File: config.mk
export PLATFORM = sky130hd
export DESIGN_NAME = avalon_gpio_in_slave_flat
export DESIGN_NICKNAME = d
export VERILOG_FILES = /design/src/rtl/avalon_gpio_in_slave_pkg.sv /design/src/rtl/avalon_gpio_in_slave_if.sv /design/src/rtl/avalon_gpio_in_slave_debounce.sv /design/src/rtl/avalon_gpio_in_slave.sv /design/src/flat_wrapper.sv
export SDC_FILE = /design/constraint.sdc
export NUM_CORES = 1
export LEC_CHECK = 0
export BUFFER_PORTS_ARGS = -buffer_cell sky130_fd_sc_hd__buf_2
export CORE_ASPECT_RATIO = 0.6
export CORE_UTILIZATION = 59
export DETAILED_ROUTE_END_ITERATION = 10
export GPL_TIMING_DRIVEN = 0
export PLACE_DENSITY = 0.91
export SETUP_SLACK_MARGIN = 0.02
export SLEW_MARGIN = 40
export SYNTH_ARGS = -nofsm -noshare
export SYNTH_HDL_FRONTEND = slang
export SYNTH_SLANG_ARGS = --single-unit
File: constraint.sdc
create_clock -name clk -period 5.9 [get_ports clk]
set_input_delay 0.59 -clock clk [delete_from_list [all_inputs] [get_ports clk]]
set_output_delay 0.59 -clock clk [all_outputs]
set_load 0.05 [all_outputs]
File: src/rtl/avalon_gpio_in_slave_pkg.sv
//============================================================================
// Package  : gpio_in_pkg
// Brief    : Register offsets and default tick divider for the GPIO input slave
// Revision : 1.0 - initial release
//============================================================================
`default_nettype none

package gpio_in_pkg;
    localparam logic [1:0] ADDR_DATA     = 2'd0;
    localparam logic [1:0] ADDR_IRQ_MASK = 2'd1;
    localparam logic [1:0] ADDR_EDGE_CAP = 2'd2;
    localparam logic [1:0] ADDR_EDGE_SEL = 2'd3;

    // 1 ms sample period at a 25 MHz system clock
    localparam int c_tick_div_default = 25000;
endpackage

`default_nettype wire

File: src/rtl/avalon_gpio_in_slave_if.sv
//============================================================================
// Interface : avalon_gpio_in_slave_if
// Brief     : Avalon-MM word-addressed bus, fixed read latency 1, no waitrequest
// Revision  : 1.0 - initial release
//============================================================================
`default_nettype none

interface avalon_gpio_in_slave_if;
    logic [1:0]  avs_address;
    logic        avs_read;
    logic        avs_write;
    logic [31:0] avs_writedata;
    logic [31:0] avs_readdata;

    modport master (
        output avs_address, avs_read, avs_write, avs_writedata,
        input  avs_readdata
    );

    modport slave (
        input  avs_address, avs_read, avs_write, avs_writedata,
        output avs_readdata
    );
endinterface

`default_nettype wire

File: src/rtl/avalon_gpio_in_slave_debounce.sv
//============================================================================
// Module   : gpio_debounce
// Brief    : 2-FF synchroniser plus 3-sample tick debouncer, one lane per bit
// Revision : 1.0 - initial release
//============================================================================
`default_nettype none

module gpio_debounce #(
    parameter int               WIDTH    = 14,
    parameter logic [WIDTH-1:0] INIT_VAL = 14'h000F
) (
    input  wire              clk,
    input  wire              reset_n,
    input  wire              tick,
    input  wire  [WIDTH-1:0] raw,
    output logic [WIDTH-1:0] debounced
);

    logic [WIDTH-1:0] r_sync1;
    logic [WIDTH-1:0] r_sync2;
    logic [WIDTH-1:0] r_hist0;
    logic [WIDTH-1:0] r_hist1;
    logic [WIDTH-1:0] r_deb;
    logic [WIDTH-1:0] w_stable;

    // A lane only moves when the current sample agrees with the two before it
    assign w_stable  = ~(r_sync2 ^ r_hist0) & ~(r_sync2 ^ r_hist1);
    assign debounced = r_deb;

    always_ff @(posedge clk or negedge reset_n) begin
        if (!reset_n) begin
            r_sync1 <= INIT_VAL;
            r_sync2 <= INIT_VAL;
            r_hist0 <= INIT_VAL;
            r_hist1 <= INIT_VAL;
            r_deb   <= INIT_VAL;
        end else begin
            r_sync1 <= raw;
            r_sync2 <= r_sync1;
            if (tick) begin
                r_hist0 <= r_sync2;
                r_hist1 <= r_hist0;
                r_deb   <= (r_deb & ~w_stable) | (r_sync2 & w_stable);
            end
        end
    end

endmodule

`default_nettype wire

File: src/rtl/avalon_gpio_in_slave.sv
//============================================================================
// Module   : avalon_gpio_in_slave
// Brief    : Debounced KEY/SW input bank with sticky edge capture and masked IRQ
// Revision : 1.0 - initial release
//============================================================================
`default_nettype none

module avalon_gpio_in_slave
    import gpio_in_pkg::*;
#(
    parameter int               WIDTH    = 14,
    parameter int               TICK_DIV = c_tick_div_default,
    parameter logic [WIDTH-1:0] INIT_VAL = 14'h000F
) (
    input  wire                          clk,
    input  wire                          reset_n,
    input  wire  [WIDTH-1:0]             gpio_in,
    avalon_gpio_in_slave_if.slave        avs,
    output logic                         irq
);

    localparam int                 c_cnt_w     = (TICK_DIV > 1) ? $clog2(TICK_DIV) : 1;
    localparam logic [c_cnt_w-1:0] c_tick_last = c_cnt_w'(TICK_DIV - 1);

    logic [c_cnt_w-1:0] r_tick_cnt;
    logic [WIDTH-1:0]   r_deb_prev;
    logic [WIDTH-1:0]   r_irq_mask;
    logic [WIDTH-1:0]   r_edge_cap;
    logic [WIDTH-1:0]   r_edge_sel;
    logic [31:0]        r_readdata;
    logic               r_irq;

    logic               w_tick;
    logic [WIDTH-1:0]   w_debounced;
    logic [WIDTH-1:0]   w_rise;
    logic [WIDTH-1:0]   w_fall;
    logic [WIDTH-1:0]   w_sel_edge;
    logic [WIDTH-1:0]   w_clr;
    logic [31:0]        w_rd_mux;
    logic               w_unused_wdata;

    assign w_tick = (r_tick_cnt == c_tick_last);

    always_ff @(posedge clk or negedge reset_n) begin
        if (!reset_n) begin
            r_tick_cnt <= '0;
        end else if (w_tick) begin
            r_tick_cnt <= '0;
        end else begin
            r_tick_cnt <= r_tick_cnt + 1'b1;
        end
    end

    gpio_debounce #(
        .WIDTH    (WIDTH),
        .INIT_VAL (INIT_VAL)
    ) u_debounce (
        .clk       (clk),
        .reset_n   (reset_n),
        .tick      (w_tick),
        .raw       (gpio_in),
        .debounced (w_debounced)
    );

    assign w_rise     = w_debounced & ~r_deb_prev;
    assign w_fall     = ~w_debounced & r_deb_prev;
    assign w_sel_edge = (r_edge_sel & w_rise) | (~r_edge_sel & w_fall);
    assign w_clr      = (avs.avs_write && (avs.avs_address == ADDR_EDGE_CAP))
                        ? avs.avs_writedata[WIDTH-1:0] : '0;

    // Bits above WIDTH carry no state
    assign w_unused_wdata = &{1'b0, avs.avs_writedata[31:WIDTH]};

    always_comb begin
        w_rd_mux = '0;
        case (avs.avs_address)
            ADDR_DATA:     w_rd_mux[WIDTH-1:0] = w_debounced;
            ADDR_IRQ_MASK: w_rd_mux[WIDTH-1:0] = r_irq_mask;
            ADDR_EDGE_CAP: w_rd_mux[WIDTH-1:0] = r_edge_cap;
            ADDR_EDGE_SEL: w_rd_mux[WIDTH-1:0] = r_edge_sel;
            default:       w_rd_mux = '0;
        endcase
    end

    always_ff @(posedge clk or negedge reset_n) begin
        if (!reset_n) begin
            r_deb_prev <= INIT_VAL;
            r_irq_mask <= '0;
            r_edge_cap <= '0;
            r_edge_sel <= '0;
            r_readdata <= '0;
            r_irq      <= 1'b0;
        end else begin
            r_deb_prev <= w_debounced;
            // A fresh edge outranks a simultaneous W1C on the same bit
            r_edge_cap <= (r_edge_cap & ~w_clr) | w_sel_edge;
            r_irq      <= |(r_edge_cap & r_irq_mask);
            if (avs.avs_write && (avs.avs_address == ADDR_IRQ_MASK)) begin
                r_irq_mask <= avs.avs_writedata[WIDTH-1:0];
            end
            if (avs.avs_write && (avs.avs_address == ADDR_EDGE_SEL)) begin
                r_edge_sel <= avs.avs_writedata[WIDTH-1:0];
            end
            if (avs.avs_read) begin
                r_readdata <= w_rd_mux;
            end
        end
    end

    assign avs.avs_readdata = r_readdata;
    assign irq              = r_irq;

endmodule

`default_nettype wire
File: src/flat_wrapper.sv
// flat-port wrapper written by rule: the top's interface ports become plain ports
module avalon_gpio_in_slave_flat import gpio_in_pkg::*;
#(
    parameter int               WIDTH    = 14,
    parameter int               TICK_DIV = c_tick_div_default,
    parameter logic [WIDTH-1:0] INIT_VAL = 14'h000F
)
  (clk, reset_n, gpio_in, irq, avs_avs_address, avs_avs_read, avs_avs_write, avs_avs_writedata, avs_avs_readdata);
  avalon_gpio_in_slave_if avs_i ();
  input  wire clk;
  input  wire reset_n;
  input  wire  [WIDTH-1:0] gpio_in;
  output logic irq;
  input wire logic [$bits(avs_i.avs_address)-1:0] avs_avs_address;
  input wire logic [$bits(avs_i.avs_read)-1:0] avs_avs_read;
  input wire logic [$bits(avs_i.avs_write)-1:0] avs_avs_write;
  input wire logic [$bits(avs_i.avs_writedata)-1:0] avs_avs_writedata;
  output wire logic [$bits(avs_i.avs_readdata)-1:0] avs_avs_readdata;
  assign avs_i.avs_address = avs_avs_address;
  assign avs_i.avs_read = avs_avs_read;
  assign avs_i.avs_write = avs_avs_write;
  assign avs_i.avs_writedata = avs_avs_writedata;
  assign avs_avs_readdata = avs_i.avs_readdata;
  avalon_gpio_in_slave #(.WIDTH(WIDTH), .TICK_DIV(TICK_DIV), .INIT_VAL(INIT_VAL)) u_core (.clk(clk), .reset_n(reset_n), .gpio_in(gpio_in), .avs(avs_i), .irq(irq));
endmodule
==> impl_metrics.ini <==
[power]
irDropWorstVdd_uv = 280.4
cellPowerDensity_nw_per_um2 = 352.8
p_leak_nw = 3.532

[floorplan]
pin_count = 85
initial_core_util = 0.6073
dieArea_um2 = 11300
rows = 29
die_h_um = 82.76
coreArea_um2 = 10560
chipWidth_um = 136.6

[routing]
via_count = 4401
first_pass_iters = 5
viasPerCell = 5.693
drc = 0
ant_nets = 0
drt-initial-drc-count = 303
routed_wl_um = 13610
post_drt_wl_per_cell_um = 17.61

[grt]
grt_pass1_wl_um = 22020
grt_antenna_before_repair = 0
first_global_vias = 4367
grt_usage = 0.2671
gr-total-overflow = 0
grt_max_degree = 64

[clocking]
cts_resized = 0
cts_buffers = 17
postCtsHoldBufs = 0
cts_tree = done
clkLatencyLatePin_ns = 0.42
worst_setup_hold_path_clk_slew_ns = 0.06
post_cts_buffers = 0
ctsHtreeMaxLevel = 4
cts_root_buffer = clkbuf_16
cts.sinks = 156
cts_buffer_depth = 2

[logic_synthesis]
syn_area_per_cell_um2 = 11.94
synth.area.top_cells = dfrtp_1, dfstp_2, nand2_1, mux2_2, mux4_2
ys_warn_count = 0
synth_largest_area_cell = dfrtp_1
syn_area_um2 = 6412
synth_top_area_frac = 0.5151
ys_types = 36
syn_inst = 537
yosysSeqAreaShare = 0.6135
synth_seq_cells = 156

[setup_path]
start_kind = flop
cp-startpoint = u_core.r_tick_cnt[4]$_DFF_PN0_
crit_type = reg2reg
reg2reg_from = u_core.r_tick_cnt[4]$_DFF_PN0_
crit_path_max_fanout = 10
required_ns = 6.25
cp.arrival_ns = 2.78
worstSetupEndpointType = flop

[sta]
timing.final.max_slew_violations = 0
clock_skew_ns = 0.006992
clock.fmax_mhz = 411.2
finalHoldViolCount = 0
setup_viol = 0
slew_headroom = 0.5746
post-route-period-util = 0.4122
worst_pin_slew_ns = 0.6381
finalCriticalPeriod_ns = 2.432
rsz0062_at_grt = false
fin_tns_setup_ns = 0

[cells_and_area]
fillers = 684
syn_to_final_growth_pct = 18.15
layout.nets = 674
utilization = 0.7175
drive_gt1_frac = 0.3076
diodes = 0

[worst_hold_path]
hp-class = in2async

[placed_design]
gp_congestion = 0.8262
post-dp-hpwl_um = 8961
port_buffers = 46

[outcome]
status = complete, no violations

[job]
max-cap-violations = 0
## Yosys cell counts
library cell    n
nor3_1          1
nor4_1          3
o31ai_2        11
a22o_1          1
nand4_1        18
nand3_1        20
xnor2_1         6
or3_1           1
buf_6           2
and2_1          1
a21oi_1         1
clkbuf_1       12
and3b_1         1
nand2_1       159
dfstp_2        24
conb_1          1
buf_2           5
nand3b_1        1
or4_1           2
o211ai_1       14
mux4_2         14
ha_1            1
nand4bb_1       1
or2_2           1
a22oi_1         4
and4_1          1
nor2_1         24
xor2_1          6
o21ai_0         1
dfrtp_1       132
inv_1           2
o31ai_1         3
mux2_2         42
buf_4          18
nand4b_1        1
a221oi_1        2
## critical path, stage by stage (launching register included)
cell     delay (ns)
dfrtp_1        0.42
or4_1          0.57
nor4_1         0.54
buf_2          0.35
buf_2          0.29
nand2_1        0.10
nand2_1        0.09
## power breakdown
part	internal [W]	switching, W
registers	0.00115	0.0000558
clock network	0.000746	0.000422
logic	0.000110	0.000191
## stage by stage
stage	hold slack (ns)	setup WS, ns	instance area [um2]	instances	total power [W]
floorplan	0.2944	3.809	6476	554	0.001420
global placement	0.3327	2.186	6880	739	0.001496
detailed placement	0.3347	3.423	6945	741	0.001520
CTS	0.04526	3.491	7576	773	0.002687
global route	0.05311	3.269	7576	773	0.002769
finish	0.04740	3.468	7576	773	0.002673
## metal layers
metal / track usage / wire (um)
met1: 0.3467 / 5913
met2: 0.4376 / 6638
met3: 0.07021 / 822
met4: 0.1022 / 236
met5: 0 / 0
## cells by family after synthesis
group | after synthesis | share of synthesized area
xor+xnor | 12 | 0.01639
flops | 156 | 0.6135
other cells | 1 | 0.0005848
compound gates | 37 | 0.05171
mux | 56 | 0.1229
fa+ha+maj | 1 | 0.001951
simple gates | 235 | 0.1563
buf+inv | 39 | 0.03668
## cell usage in the layout (no fill, tap or decap), drive strengths merged, types with 2 or more instances in the layout
master / instances
o211ai: 14
nand3: 20
nand2: 159
nand4: 18
mux4: 14
nor4: 3
dfstp: 24
dfrtp: 132
clkbuf: 31
xnor2: 6
bufinv: 5
clkinvlp: 3
o31ai: 14
clkinv: 5
conb: 18
or4: 2
mux2: 42
nor2: 24
xor2: 6
a221oi: 2
a22oi: 4
buf: 73
inv: 2
## registers in the layout (all words and copies together), names as in the netlist, named ones only
signal,flops
u_core.r_tick_cnt,15
u_core.avs.avs_readdata,14
u_core.r_deb_prev,14
u_core.r_edge_cap,14
u_core.r_edge_sel,14
u_core.r_irq_mask,14
u_core.u_debounce.r_hist0,14
u_core.u_debounce.r_hist1,14
u_core.u_debounce.r_sync1,14
u_core.u_debounce.r_sync2,14
u_core.irq,1
## final timing paths
check	to	slack [ns]	depth (start not counted)
setup reg to reg	u_core.u_debounce.r_hist0[4]$_DFFE_PN0N_	3.47	6
setup / recovery	u_core.u_debounce.r_hist0[4]$_DFFE_PN0N_	3.47	6
hold / removal	u_core.avs.avs_readdata[13]$_DFFE_PN0P_	0.05	1
min in group clk	u_core.u_debounce.r_sync1[1]$_DFF_PN1_	0.27	1
max in group asynchronous	u_core.u_debounce.r_hist0[1]$_DFFE_PN1N_	5.21	2
hold reg to reg	u_core.u_debounce.r_sync2[7]$_DFF_PN0_	0.35	0
## cell type report
class	count	area [um2]	area share
Buffer	37	227.7	0.03006
Clock buffer	19	432.9	0.05714
Clock inverter	13	197.7	0.02609
Inverter	2	7.507	0.0009909
Multi-Input combinational cell	359	2307	0.3045
Sequential cell	156	3934	0.5192
Tap cell	139	173.9	0.02296
Timing Repair Buffer	48	295.3	0.03898
No activity file was read; power rests on OpenSTA's default activity.
